## src/rtl/load_store_unit.sv

```systemverilog
// Load/store unit: the initiator side of a byte-addressed data memory.
// It accepts one request at a time, checks it for legality, and drives the
// memory pins. Stores narrower than a word become read-modify-write, because
// the memory commits a whole word on each rising edge of its enable.
module load_store_unit #(
  parameter int WORD_SIZE = 32,
  parameter int MEM_SIZE  = 1024
) (
  input  logic                 clk_i,
  input  logic                 rst_n_i,
  input  logic                 req_valid_i,
  output logic                 req_ready_o,
  input  logic                 req_write_i,
  input  logic [2:0]           req_funct3_i,
  input  logic [WORD_SIZE-1:0] req_base_i,
  input  logic [WORD_SIZE-1:0] req_offset_i,
  input  logic [WORD_SIZE-1:0] req_wdata_i,
  output logic                 rsp_valid_o,
  output logic [WORD_SIZE-1:0] rsp_rdata_o,
  output logic                 rsp_error_o,
  output logic                 en_mem_o,
  output logic                 mem_read_o,
  output logic                 mem_write_o,
  output logic [WORD_SIZE-1:0] addr_base_o,
  output logic [WORD_SIZE-1:0] addr_offset_o,
  output logic [WORD_SIZE-1:0] val_o,
  input  logic [WORD_SIZE-1:0] val_i
);

  typedef enum logic [2:0] {
    ST_IDLE,
    ST_RD,
    ST_WSET,
    ST_WPULSE,
    ST_RESP
  } state_t;

  localparam logic [WORD_SIZE-1:0] LastWord = WORD_SIZE'(MEM_SIZE - 4);

  state_t               r_state;
  logic                 r_write;
  logic [2:0]           r_funct3;
  logic [1:0]           r_lane;
  logic [WORD_SIZE-1:0] r_wdata;
  logic                 r_enMem;
  logic                 r_memRead;
  logic                 r_memWrite;
  logic [WORD_SIZE-1:0] r_addr;
  logic [WORD_SIZE-1:0] r_val;
  logic                 r_rspValid;
  logic                 r_rspError;
  logic [WORD_SIZE-1:0] r_rspRdata;

  logic [WORD_SIZE-1:0] w_ea;
  logic [WORD_SIZE-1:0] w_aligned;
  logic                 w_funct3Bad;
  logic                 w_misaligned;
  logic                 w_outOfRange;
  logic                 w_error;
  logic                 w_rmw;
  logic [4:0]           w_shift;
  logic [WORD_SIZE-1:0] w_lane;
  logic [WORD_SIZE-1:0] w_loadData;
  logic [WORD_SIZE-1:0] w_mask;
  logic [WORD_SIZE-1:0] w_merged;

  // Decode the incoming request: effective address and every rejection reason.
  always_comb begin
    w_ea      = req_base_i + req_offset_i;
    w_aligned = {w_ea[WORD_SIZE-1:2], 2'b00};
    if (req_write_i) begin
      w_funct3Bad = (req_funct3_i > 3'd2);
    end else begin
      w_funct3Bad = (req_funct3_i == 3'b011) || (req_funct3_i[2:1] == 2'b11);
    end
    w_misaligned = ((req_funct3_i[1:0] == 2'b01) && w_ea[0]) ||
                   ((req_funct3_i[1:0] == 2'b10) && (w_ea[1:0] != 2'b00));
    w_outOfRange = (w_aligned > LastWord);
    w_error      = w_funct3Bad || w_misaligned || w_outOfRange;
    w_rmw        = req_write_i && (req_funct3_i[1:0] != 2'b10);
  end

  // Lane extraction with extension for loads, and lane merge for narrow stores.
  always_comb begin
    w_shift = {r_lane, 3'b000};
    w_lane  = val_i >> w_shift;
    case (r_funct3)
      3'b000:  w_loadData = {{24{w_lane[7]}}, w_lane[7:0]};
      3'b001:  w_loadData = {{16{w_lane[15]}}, w_lane[15:0]};
      3'b100:  w_loadData = {24'd0, w_lane[7:0]};
      3'b101:  w_loadData = {16'd0, w_lane[15:0]};
      default: w_loadData = val_i;
    endcase
    if (r_funct3[1:0] == 2'b00) begin
      w_mask = 32'h0000_00FF << w_shift;
    end else begin
      w_mask = 32'h0000_FFFF << w_shift;
    end
    w_merged = (val_i & ~w_mask) | ((r_wdata << w_shift) & w_mask);
  end

  // Request sequencer: every memory and response pin is a register set here.
  always_ff @(posedge clk_i or negedge rst_n_i) begin
    if (!rst_n_i) begin
      r_state    <= ST_IDLE;
      r_write    <= 1'b0;
      r_funct3   <= 3'd0;
      r_lane     <= 2'd0;
      r_wdata    <= '0;
      r_enMem    <= 1'b0;
      r_memRead  <= 1'b0;
      r_memWrite <= 1'b0;
      r_addr     <= '0;
      r_val      <= '0;
      r_rspValid <= 1'b0;
      r_rspError <= 1'b0;
      r_rspRdata <= '0;
    end else begin
      case (r_state)
        ST_IDLE: begin
          if (req_valid_i) begin
            r_write  <= req_write_i;
            r_funct3 <= req_funct3_i;
            r_lane   <= w_ea[1:0];
            r_wdata  <= req_wdata_i;
            if (w_error) begin
              r_rspValid <= 1'b1;
              r_rspError <= 1'b1;
              r_rspRdata <= '0;
              r_state    <= ST_RESP;
            end else if (req_write_i && !w_rmw) begin
              r_addr     <= w_aligned;
              r_val      <= req_wdata_i;
              r_memWrite <= 1'b1;
              r_state    <= ST_WSET;
            end else begin
              r_addr    <= w_aligned;
              r_enMem   <= 1'b1;
              r_memRead <= 1'b1;
              r_state   <= ST_RD;
            end
          end
        end
        ST_RD: begin
          r_enMem   <= 1'b0;
          r_memRead <= 1'b0;
          if (r_write) begin
            r_val      <= w_merged;
            r_memWrite <= 1'b1;
            r_state    <= ST_WSET;
          end else begin
            r_addr     <= '0;
            r_rspValid <= 1'b1;
            r_rspError <= 1'b0;
            r_rspRdata <= w_loadData;
            r_state    <= ST_RESP;
          end
        end
        ST_WSET: begin
          r_enMem <= 1'b1;
          r_state <= ST_WPULSE;
        end
        ST_WPULSE: begin
          r_enMem    <= 1'b0;
          r_memWrite <= 1'b0;
          r_addr     <= '0;
          r_val      <= '0;
          r_rspValid <= 1'b1;
          r_rspError <= 1'b0;
          r_rspRdata <= '0;
          r_state    <= ST_RESP;
        end
        ST_RESP: begin
          r_rspValid <= 1'b0;
          r_state    <= ST_IDLE;
        end
        default: r_state <= ST_IDLE;
      endcase
    end
  end

  assign req_ready_o   = (r_state == ST_IDLE);
  assign rsp_valid_o   = r_rspValid;
  assign rsp_rdata_o   = r_rspRdata;
  assign rsp_error_o   = r_rspError;
  assign en_mem_o      = r_enMem;
  assign mem_read_o    = r_memRead;
  assign mem_write_o   = r_memWrite;
  assign addr_base_o   = r_addr;
  assign addr_offset_o = '0;
  assign val_o         = r_val;

endmodule
```

## config.mk

```make
export PLATFORM = sky130hd
export DESIGN_NAME = load_store_unit
export DESIGN_NICKNAME = d
export VERILOG_FILES = /design/src/rtl/load_store_unit.sv
export SDC_FILE = /design/constraint.sdc
export NUM_CORES = 1
export LEC_CHECK = 0
export CORE_AREA = 2 2 101 200
export CTS_CLUSTER_DIAMETER = 80
export DETAILED_ROUTE_END_ITERATION = 12
export DIE_AREA = 0 0 103 202
export GPL_TIMING_DRIVEN = 0
export PLACE_DENSITY = 0.87
export SYNTH_ARGS = -nofsm -noshare
export SYNTH_HDL_FRONTEND = slang
export SYNTH_SLANG_ARGS = --single-unit
```

## constraint.sdc

```tcl
create_clock -name clk_i -period 3.2 [get_ports clk_i]
set_clock_uncertainty 0.05 [all_clocks]
set_input_delay 0.64 -clock clk_i [delete_from_list [all_inputs] [get_ports clk_i]]
set_output_delay 0.64 -clock clk_i [all_outputs]
set_load 0.02 [all_outputs]
```

Word level (Yosys, flattened, before mapping)
Cells that the tools add are included.
- add/subtract/negate cells: 1
- magnitude comparators: 2
- eq/ne operators: 19
- shift operators: 4
- muxes and demuxes: 37
- bitwise gates (word level): 4
- reduce and logical (&&, ||, !) cells: 25
- operators with widths (kind ; count):
    32-bit two-way mux ; 11
    32-bit case mux with 3 select lines ; 3
    32-bit case mux with 4 select lines ; 1
    32-bit AND ; 2
    32-bit adder ; 1
    32-bit by 10-bit > comparator with 1-bit output, second input constant ; 1
    32-bit inverter ; 1
    32-bit bitwise OR ; 1
    16-bit by 5-bit << shifter with 32-bit output, first input constant ; 1
    32-bit by 5-bit << shifter with 32-bit output ; 1
    8-bit by 5-bit << shifter with 32-bit output, first input constant ; 1
    32-bit by 5-bit >> shifter with 16-bit output ; 1
    4-bit AND reduction ; 5
    1-bit two-way mux ; 12
    2-bit != test, second input constant ; 6
    3-bit case mux with 4 select lines ; 1
    3-bit by 2-bit equality test with 1-bit output, second input constant ; 3
    3-bit equality test, second input constant ; 3
    3-bit two-way mux ; 3
    1-bit case mux with 3 select lines ; 3
    3-bit by 1-bit equality test with 1-bit output, second input constant ; 2
    3-bit logical NOT ; 2
    3-bit nonzero test ; 2
    5-bit AND reduction ; 1
    other kinds (15) ; 24
- flip-flop bits (word level): 142
- output and inout bits: 134
- word-level logic and storage cells: 105

Logic depth before layout (Yosys ltp)
- word-level depth: 9
- mapped depth: 15
- gate-level depth less buffers: 13

Worst setup path before layout
Ideal clock, no wire load.
- path kind: in2reg
- from: input req_base_i[0]
- to: register r_addr[7], in the netlist addr_base_o[7]
- data arrival time: 3899 ps
- required time: 3071 ps
- setup slack: -829 ps
- cell stages on the path: 15
- buffers on the path: 2
- path through: ha_1 > inv_1 > fa_1 > inv_1 > o41ai_1 > and4_1 > nand4bb_1 > or4_1 > or4_4 > nor4b_4 > nand4_4 > nor2b_1 > buf_4 > buf_12 > mux2i_1
- word-level cells in the longest chain between the ends: 8
- elaborated cells between the ends (all ways): 13
- classes of those cells: add/sub: 1; order compare: 1; eq/ne: 1; mux: 3; reduce/logical: 7
- ends and longest elaborated chain (item ; RTL line ; RTL):
    start: declaration ; 15 ; input logic [WORD_SIZE-1:0] req_base_i,
    32-bit adder (*) ; 69 ; w_ea = req_base_i + req_offset_i;
    branches (longest 7 deep; another with 32-bit by 10-bit > comparator with 1-bit output) ; - ;
    end signal: assignment ; 132 ; r_addr <= w_aligned;
    end signal: assignment ; 137 ; r_addr <= w_aligned;
    end: declaration ; 48 ; logic [WORD_SIZE-1:0] r_addr;
Mark *: on every way between the ends. The select of a mux whose other input is x is not followed.
A chain may end at the register's enable or synchronous reset.

Worst setup path in the final report
- from: input req_base_i[17]
- to: register r_rspRdata[13], in the netlist rsp_rdata_o[13]
- word-level cells in the longest chain between the ends: 5
- ends and longest elaborated chain (item ; RTL line ; RTL):
    32-bit adder ; 69 ;
    32-bit by 10-bit > comparator with 1-bit output ; 78 ; w_outOfRange = (w_aligned > LastWord);
    1-bit logical OR ; 79 ; w_error = w_funct3Bad || w_misaligned || w_outOfRange;
    2-bit by 1-bit != test with 1-bit output (no source line) ; - ;
    4-bit AND reduction (no source line) ; - ;
    end signal: assignment ; 155 ; r_rspRdata <= w_loadData;
    end: declaration ; 52 ; logic [WORD_SIZE-1:0] r_rspRdata;
No other way between the ends.

==> results.yml <==
status:
  status: "finished, violations left"
  violations: "setup timing"
finish:
  drive_gt1_frac: 0.1969
  fin_util: 0.7028
  regArea_um2: 3103
  fillCellCount: 1468
  multi_input_area_um2: 5858
  nNetsFinal: 1556
  areaGrowthSynthToFinish_pct: 49.70
power_and_ir_drop:
  p_clk_frac: 0.359
  power_leakage_nw: 5.750
  power_density_nw_per_um2: 409.8
  irDropWorstVdd_v: 0.0002735
  internal_power_mw: 3.660
  p_comb_frac: 0.324
  p_seq_frac: 0.318
  switchingPower_mw: 1.892
  p_sw_frac: 0.3408
synthesis:
  syn_area_um2: 9050
  post-synth-top-count-cell: "dfrtp_1"
  synth_seq_area_share: 0.3429
  synth_area_per_cell_um2: 8.514
  synth_top_area_share: 0.3429
  synth_largest_area_cell: "dfrtp_1"
  yosys_warnings: 0
  synth_edf_count: 0
  synth_area_leaders: "dfrtp_1 34%, o211ai_1 5.1%, o21ai_0 5.0%, nand2_1 4.9%, a21oi_1 4.4%"
  ys_types: 75
  ys_ff_latch: 124
  async_flop_share: 1.000
  synth_ff_type: "dfrtp_1"
  synth_cells: 1063
  ys_top_cells_by_count: "124 x dfrtp_1, 119 x nand2_1, 90 x nor2_1, 90 x o21ai_0, 80 x a21oi_1"
worst_setup_path:
  endpoint_kind: "register"
  cp_max_fo: 8
  worst_ep_required_time_ns: 3.50
  cp-start-kind: "input pin"
  r2r-end: "val_o[9]"
  setup.worst_path.class: "in2reg"
  cp.arrival_ns: 4.42
  reg2reg_depth: 8
  startpoint: "req_base_i[17]"
  rrSetupSlack_ns: -0.07
  reg2reg_from: "r_lane[1]"
worst_hold_path:
  hold_class: "in2async"
timing:
  max_freq_mhz: 243.0
  slew_headroom: 0.3213
  maxSlewViolCount: 0
  hold_violations: 0
  rsz0062_at_grt: "yes"
  setup_viol: 102
  worstMarginPinSlew_ns: 1.014
  finalWorstSetupSlack_ns: -0.9155
  period_needed_ns: 4.116
  holdWs_ns: 0.1177
  fin_crit_sh: 1.286
floorplan:
  io_pins: 269
  row_count: 72
  die_y_um: 202
  initial_utilization: 0.4694
  core_um2: 19280
  fp.dieArea_um2: 20810
  die_x_um: 103
global_route:
  grtUsageTotal: 0.3421
  grt_pass1_vias: 10123
  grt_overflow_total: 0
  grt_pass1_wl_um: 54040
  grt_max_degree: 72
  antenna_found_initial: 1
detailed_routing:
  antenna_left: 0
  dr_total_vias: 9982
  wl_per_cell_um: 21.86
  drtIter0Drc: 631
  dr.pass1.iters: 6
  viasPerCell: 6.006
  routed_wl_um: 36330
  drc: 0
cts:
  htree_levels: 4
  cts_tree: "yes"
  clockBufferDepth: 2
  hold_buffers: 0
  clk_latency_ns: 0.43
  cts.sinks: 124
  cts_root_buffer: "clkbuf_16"
  clkTransAtPathRegs_ns: 0.06
  numCtsBuffers: 17
run:
  cap_viol_max_count: 0
placement:
  gp_congestion: 1.004
  hpwl_um: 26710
  portBuffers: 234
  preCtsSetupSlack_ns: -2.018
-- worst max-delay path by stage --
| stage | to | slack [ns] |
|---|---|---|
| final | rsp_rdata_o[13] | -0.92 |
| after global routing | rsp_rdata_o[10] | -1.0 |
| after CTS | rsp_rdata_o[23] | -0.87 |
| after detailed placement | addr_base_o[28] | -2.02 |
| after global placement | addr_base_o[28] | -3.48 |
| after floorplan | addr_base_o[7] | -0.76 |
-- critical path, stage by stage --
cell,delay (ns)
clkdlybuf4s50_1,0.43
ha_1,0.32
buf_2,0.18
and4_1,0.18
o31ai_1,0.20
and4_1,0.22
nand4bb_1,0.14
or4_1,0.41
or4_4,0.45
nor4b_4,0.31
nand4_4,0.20
buf_12,0.18
a21oi_4,0.17
buf_4,0.15
buf_6,0.12
o2bb2ai_2,0.10
-- power by group through the flow --
| stage | Combinational [mW] | Clock [mW] | Sequential (mW) |
|---|---|---|---|
| 2_1_floorplan | 0.917 | 0 | 1.82 |
| 4_1_cts | 1.70 | 1.99 | 1.76 |
| 3_5_place_dp | 1.58 | 0 | 1.79 |
| 3_3_place_gp | 1.56 | 0 | 1.78 |
| 5_1_grt | 1.93 | 2.06 | 1.77 |
| 6_report | 1.80 | 1.99 | 1.77 |
-- state kept, by name, indices dropped and copies added (netlist names) --
register	cells
mem_read_o	1
r_wdata	16
rsp_error_o	1
r_funct3	3
r_write	1
mem_write_o	1
addr_base_o	30
rsp_valid_o	1
r_lane	2
rsp_rdata_o	32
en_mem_o	1
val_o	32
r_state	3
-- layout by cell type, fill, tap and decap left out, drive strengths merged, types with 9 or more instances in the layout --
cell type	count
inv	17
xor2	10
mux2	21
o21a	11
buf	110
nor2	90
a22oi	24
nor3b	22
nand2	120
dfrtp	124
o2bb2ai	15
nand4	19
ha	31
conb	34
nor3	22
nand2b	9
mux2i	34
a21o	20
o21ai	98
nand3	18
a21oi	84
clkbuf	75
xnor2	9
or4	10
clkdlybuf4s50	222
o211ai	61
-- per-stage QoR --
step           instances  total power [mW]  setup TNS, ns  instance area [µm²]
6_report            1662             5.553         -84.88                13550
5_1_grt             1662             5.758         -93.30                13550
4_1_cts             1656             5.451         -79.50                13330
3_5_place_dp        1590             3.371        -192.03                11940
3_3_place_gp        1589             3.343        -618.95                11910
2_1_floorplan       1096             2.742         -65.49                 9246
-- per-layer routing --
metal,global-route usage,part of all wire
met5,0,0
met2,0.6141,0.53
met4,0.2608,0.098
met3,0.05463,0.069
met1,0.3344,0.30
-- cell families after synthesis --
group                      Yosys count  share of synthesized area
adders and majority gates           32                    0.04507
and+or+nand+nor                    331                     0.1770
xor gates and xnor gates            19                    0.01839
DFF                                124                     0.3429
other                                1                  0.0004144
AOI/OAI and AO/OA                  364                     0.2718
muxes                               55                    0.06374
buffers and inverters              137                    0.08074
-- repair_timing --
action,CTS,global route
pin swaps,34,30
endpoints found under the setup margin,102,103
gates resized for setup,111,62
buffers inserted,31,13
gates cloned,4,1
-- cell type report --
class,count,area share
Clock buffer,20,0.03445
Sequential cell,124,0.2290
Buffer,115,0.05698
Multi-Input combinational cell,835,0.4324
Inverter,17,0.004710
Antenna cell,1,0.0001847
Timing Repair Buffer,279,0.2082
Tap cell,259,0.02392
Clock inverter,12,0.01016
Note: power is estimated with default switching activity, not from simulation.
==> RTL edit 1, RTL diff (same settings) <==
Re-encode `state_t` (5 states) as one-hot, 5 bits wide.
--- a/src/rtl/load_store_unit.sv
+++ b/src/rtl/load_store_unit.sv
@@ -27,12 +27,12 @@
   input  logic [WORD_SIZE-1:0] val_i
 );
 
-  typedef enum logic [2:0] {
-    ST_IDLE,
-    ST_RD,
-    ST_WSET,
-    ST_WPULSE,
-    ST_RESP
+  typedef enum logic [4:0] {
+    ST_IDLE   = 5'b00001,
+    ST_RD     = 5'b00010,
+    ST_WSET   = 5'b00100,
+    ST_WPULSE = 5'b01000,
+    ST_RESP   = 5'b10000
   } state_t;
 
   localparam logic [WORD_SIZE-1:0] LastWord = WORD_SIZE'(MEM_SIZE - 4);
Function: no difference found for any inputs over 4 cycles, from zero or initial values and one cycle with rst_n_i low; so few cycles prove little.
==> RTL edit 1 against the unedited design <==
  * The flow still finishes with violations (setup timing)
  * Sequential cell count increased by 2
  * Final area increased by 4.3%
  * Area after synthesis decreased by 7.1%
  * Final cell count decreased by 2.3%
  * Fmax is 14% higher
  * Routed wire length up 2.2%
  * Total power increased by 8.6%
  * Worst setup slack improved by 0.51 ns
  * Die area is the same
==> RTL edit 1: results <==
group,metric,value,unit
finish,antenna_cells,0,
sta,setup_viol,101,
finish,drive_above_1_share,26.4,%
place,placedInstanceArea,11400,sq um
worst_setup_path,rrSetupSlack,0.22,ns
synthesis,synth_area_leaders,"dfrtp_1 (37%), nand2_1 (7.5%), o21ai_0 (6.1%)",
global_route,grt_pass1_vias,9725,
drt,drt_first_pass_iters,7,
synthesis,post_synth_inst_count,984,
power_and_ir_drop,clockPowerShare,35.1,%
synthesis,synth_commonest_cells,"nand2_1 (168), dfrtp_1 (125), o21ai_0 (103)",
sta,worst_slack,-0.408,ns
worst_setup_path,reg2reg_depth,7,
drt,routed_wl,37100,microns
synthesis,synth_seq_area_share,37.5,%
place,dp_hpwl,25300,microns
worst_setup_path,crit_family,"buffers and inverters",
outcome,violations,"setup timing",
power_and_ir_drop,internal-power,0.00393,W
worst_setup_path,cp.arrival,3.87,ns
worst_setup_path,crit_path_top_delay_cell,"or3_1",
outcome,status,"complete, but fails checks",
drt,routed-via-count,9547,
worst_setup_path,r2r-start,"r_state[2]",
power_and_ir_drop,power_leader,"combinational logic",
-- RTL edit 1: cell families after synthesis --
| logic type | synth area share, % |
|---|---|
| AND/OR/NAND/NOR | 16.5 |
| AO/OA/AOI/OAI | 24.1 |
| flip-flops | 37.5 |
| buffers and inverters | 7.08 |
| multiplexers | 7.62 |
| adder cells (fa/ha/maj) | 4.85 |
| XOR/XNOR | 2.29 |
| other | 0.0446 |
-- RTL edit 1: area by class of cell --
type	count	area, sq um	area share [%]
buffer	91	633	4.48
clock buffer	19	453	3.21
clock inverter	13	188	1.33
inverter	14	55.1	0.390
multi-input combinational	776	6090	43.1
sequential	126	3150	22.3
tap	259	324	2.29
timing repair buffer	326	3230	22.9
-- RTL edit 1: layer usage --
metal | wire [microns] | global-route usage, %
met1 | 10900 | 30.0
met2 | 19500 | 59.8
met3 | 2950 | 8.61
met4 | 3810 | 28.9
met5 | 0 | 0
-- RTL edit 1: repair_timing --
action | in CTS | in global routing
gates resized for setup | 287 | 104
endpoints found under the hold margin | 0 | 0
buffers inserted | 65 | 22
setup endpoints to repair | 103 | 103
gates cloned | 4 | 4
pin swaps | 48 | 62
-- RTL edit 1: metrics by stage --
step / worst slack (ns) / utilization (%) / setup TNS (ns) / power [W]
after floorplan: -0.394 / - / -20.18 / 0.00275
after global placement: -3.39 / 58.9 / -601.80 / 0.00334
after detailed placement: -1.87 / 59.1 / -175.56 / 0.00336
after CTS: -0.347 / 69.8 / -25.10 / 0.00578
after global routing: -0.499 / 73.3 / -41.07 / 0.00623
final: -0.408 / 73.3 / -29.85 / 0.00603
==> RTL edit 2, RTL diff (same settings) <==
Made on the original files. Change the parameter `MEM_SIZE` from 1024 to 512.
--- a/src/rtl/load_store_unit.sv
+++ b/src/rtl/load_store_unit.sv
@@ -4,7 +4,7 @@
 // the memory commits a whole word on each rising edge of its enable.
 module load_store_unit #(
   parameter int WORD_SIZE = 32,
-  parameter int MEM_SIZE  = 1024
+  parameter int MEM_SIZE  = 512
 ) (
   input  logic                 clk_i,
   input  logic                 rst_n_i,
Formal check against the unedited RTL: not equivalent (Yosys sat finds a counterexample within 4 cycles, from zero or initial values and one cycle with rst_n_i low).
==> RTL edit 2 against the unedited design <==
  * The run still ends with setup timing left
  * Routed wire length increased by 7.3%
  * Global-route usage increased by 1.2 points
  * Sequential cell count unchanged
  * Total power decreased by 0.29%
  * Die area unchanged
  * Core utilization increased by 4.1 points
  * Final area increased by 5.8%
  * Sequential share of layout area decreased by 1.3 points
  * Area after synthesis decreased by 4.7%
  * Worst setup slack improved by 0.39 ns
  * Critical endpoint is now val_o[21]
==> RTL edit 2: results <==
group,metric,value,unit
synthesis,synth.distinct_cells,73,
worst_setup_path,crit_family,"simple AND/OR/NAND/NOR gates",
global_route,grt_pass1_wl,55200,microns
power_and_ir_drop,powerSeq,0.00172,W
place,gp_congestion,1.00,
synthesis,synth_mux_area_share,8.37,%
global_route,track_usage,35.5,%
power_and_ir_drop,internal-power,0.00357,W
global_route,grt_start_max_net_pins,64,
worst_setup_path,critPathMaxStageDelay,0.53,ns
worst_setup_path,crit_fanout,6,
power_and_ir_drop,p_comb,0.00192,W
synthesis,synthArstFlopShare,100,%
synthesis,yosys.area_share.xor_xnor,1.83,%
worst_setup_path,cp.arrival,3.99,ns
sta,max-slew-margin-rel,25.8,%
synthesis,synth-compound-area-share,22.6,%
power_and_ir_drop,total_leakage_power,6.28,nW
place,pre_cts_ws,-2.08,ns
sta,fmax,268,MHz
synthesis,synth_area_leaders,"dfrtp_1 (36%), nand2_1 (9.9%), o21ai_0 (6.1%)",
power_and_ir_drop,irDropWorstVdd,0.000369,V
place,io_buffers,234,
drt,via_per_inst,6.02,
sta,setup_viol,100,
synthesis,synth_commonest_cells,"nand2_1 (228), dfrtp_1 (124), o21ai_0 (105)",
outcome,violations,"setup timing",
finish,nets,1579,
place,dp_hpwl,26700,microns
drt,drt_first_pass_iters,5,
finish,drive_above_1_share,29.5,%
power_and_ir_drop,power-per-cell-area,386,nW/um^2
finish,antenna_cells,0,
drt,wire_per_inst,23.1,microns
sta,worst_slack,-0.525,ns
drt,routed_wl,39000,microns
outcome,status,"complete, but fails checks",
drt,drt_iter0_markers,706,
synthesis,post_synth_inst_count,1036,
synthesis,synthAdderAreaFrac,4.73,%
hold_path,hold_class,"in2async",
synthesis,synth_seq_area_share,36.0,%
global_route,grt_pass1_vias,10300,
RTL edit 2: metrics by stage:
step	setup TNS (ns)	instance area, sq um
after floorplan	-35.07	9050
after global placement	-603.83	11700
after detailed placement	-189.37	11800
after CTS	-24.77	13600
after global routing	-48.33	14300
final	-36.54	14300
RTL edit 2: path summary, 6_finish.rpt:
| kind | start | depth (start not counted) | endpoint | slack, ns |
|---|---|---|---|---|
| setup / recovery | req_base_i[12] | 19 | val_o[21] | -0.52 |
| hold / removal | rst_n_i | 1 | val_o[15] | 0.13 |
| hold reg to reg | mem_read_o | 1 | mem_read_o | 0.46 |
| max in group asynchronous | rst_n_i | 2 | addr_base_o[2] | 2.26 |
| setup reg to reg | r_state[2] | 12 | val_o[21] | -0.11 |
| min in group clk_i | mem_read_o | 1 | mem_read_o | 0.46 |
RTL edit 2: repair_timing:
item,in CTS,in global routing
resized for setup,327,104
setup buffers,69,17
endpoints found under the hold margin,0,0
pin swaps,82,84
hold buffers,0,0
cloned,4,4
setup endpoints to repair,102,102
RTL edit 2: layout make-up:
type                            count  area [sq um]
Clock buffer                       19           443
Multi-Input combinational cell    833          6410
Sequential cell                   124          3100
Buffer                             98           678
Inverter                           10          47.5
Clock inverter                     13           130
Fill cell                        1369          4940
Timing Repair Buffer              328          3200
Tap cell                          259           324
RTL edit 2: cells by family after synthesis:
family | Yosys count
mux | 66
flops | 124
other cells | 1
buf+inv | 112
xor+xnor | 18
simple gates | 382
fa+ha+maj | 32
compound gates | 301
RTL edit 2: metal layers:
metal | up-vias | global-route usage, % | share of wire (%) | routed length, microns
li1 | 4428 | - | - | -
met1 | 4770 | 31.3 | 29 | 11500
met2 | 653 | 63.9 | 52 | 20300
met3 | 279 | 7.95 | 7.2 | 2820
met4 | 2 | 30.4 | 11 | 4420
met5 | - | 0 | 0.026 | 10
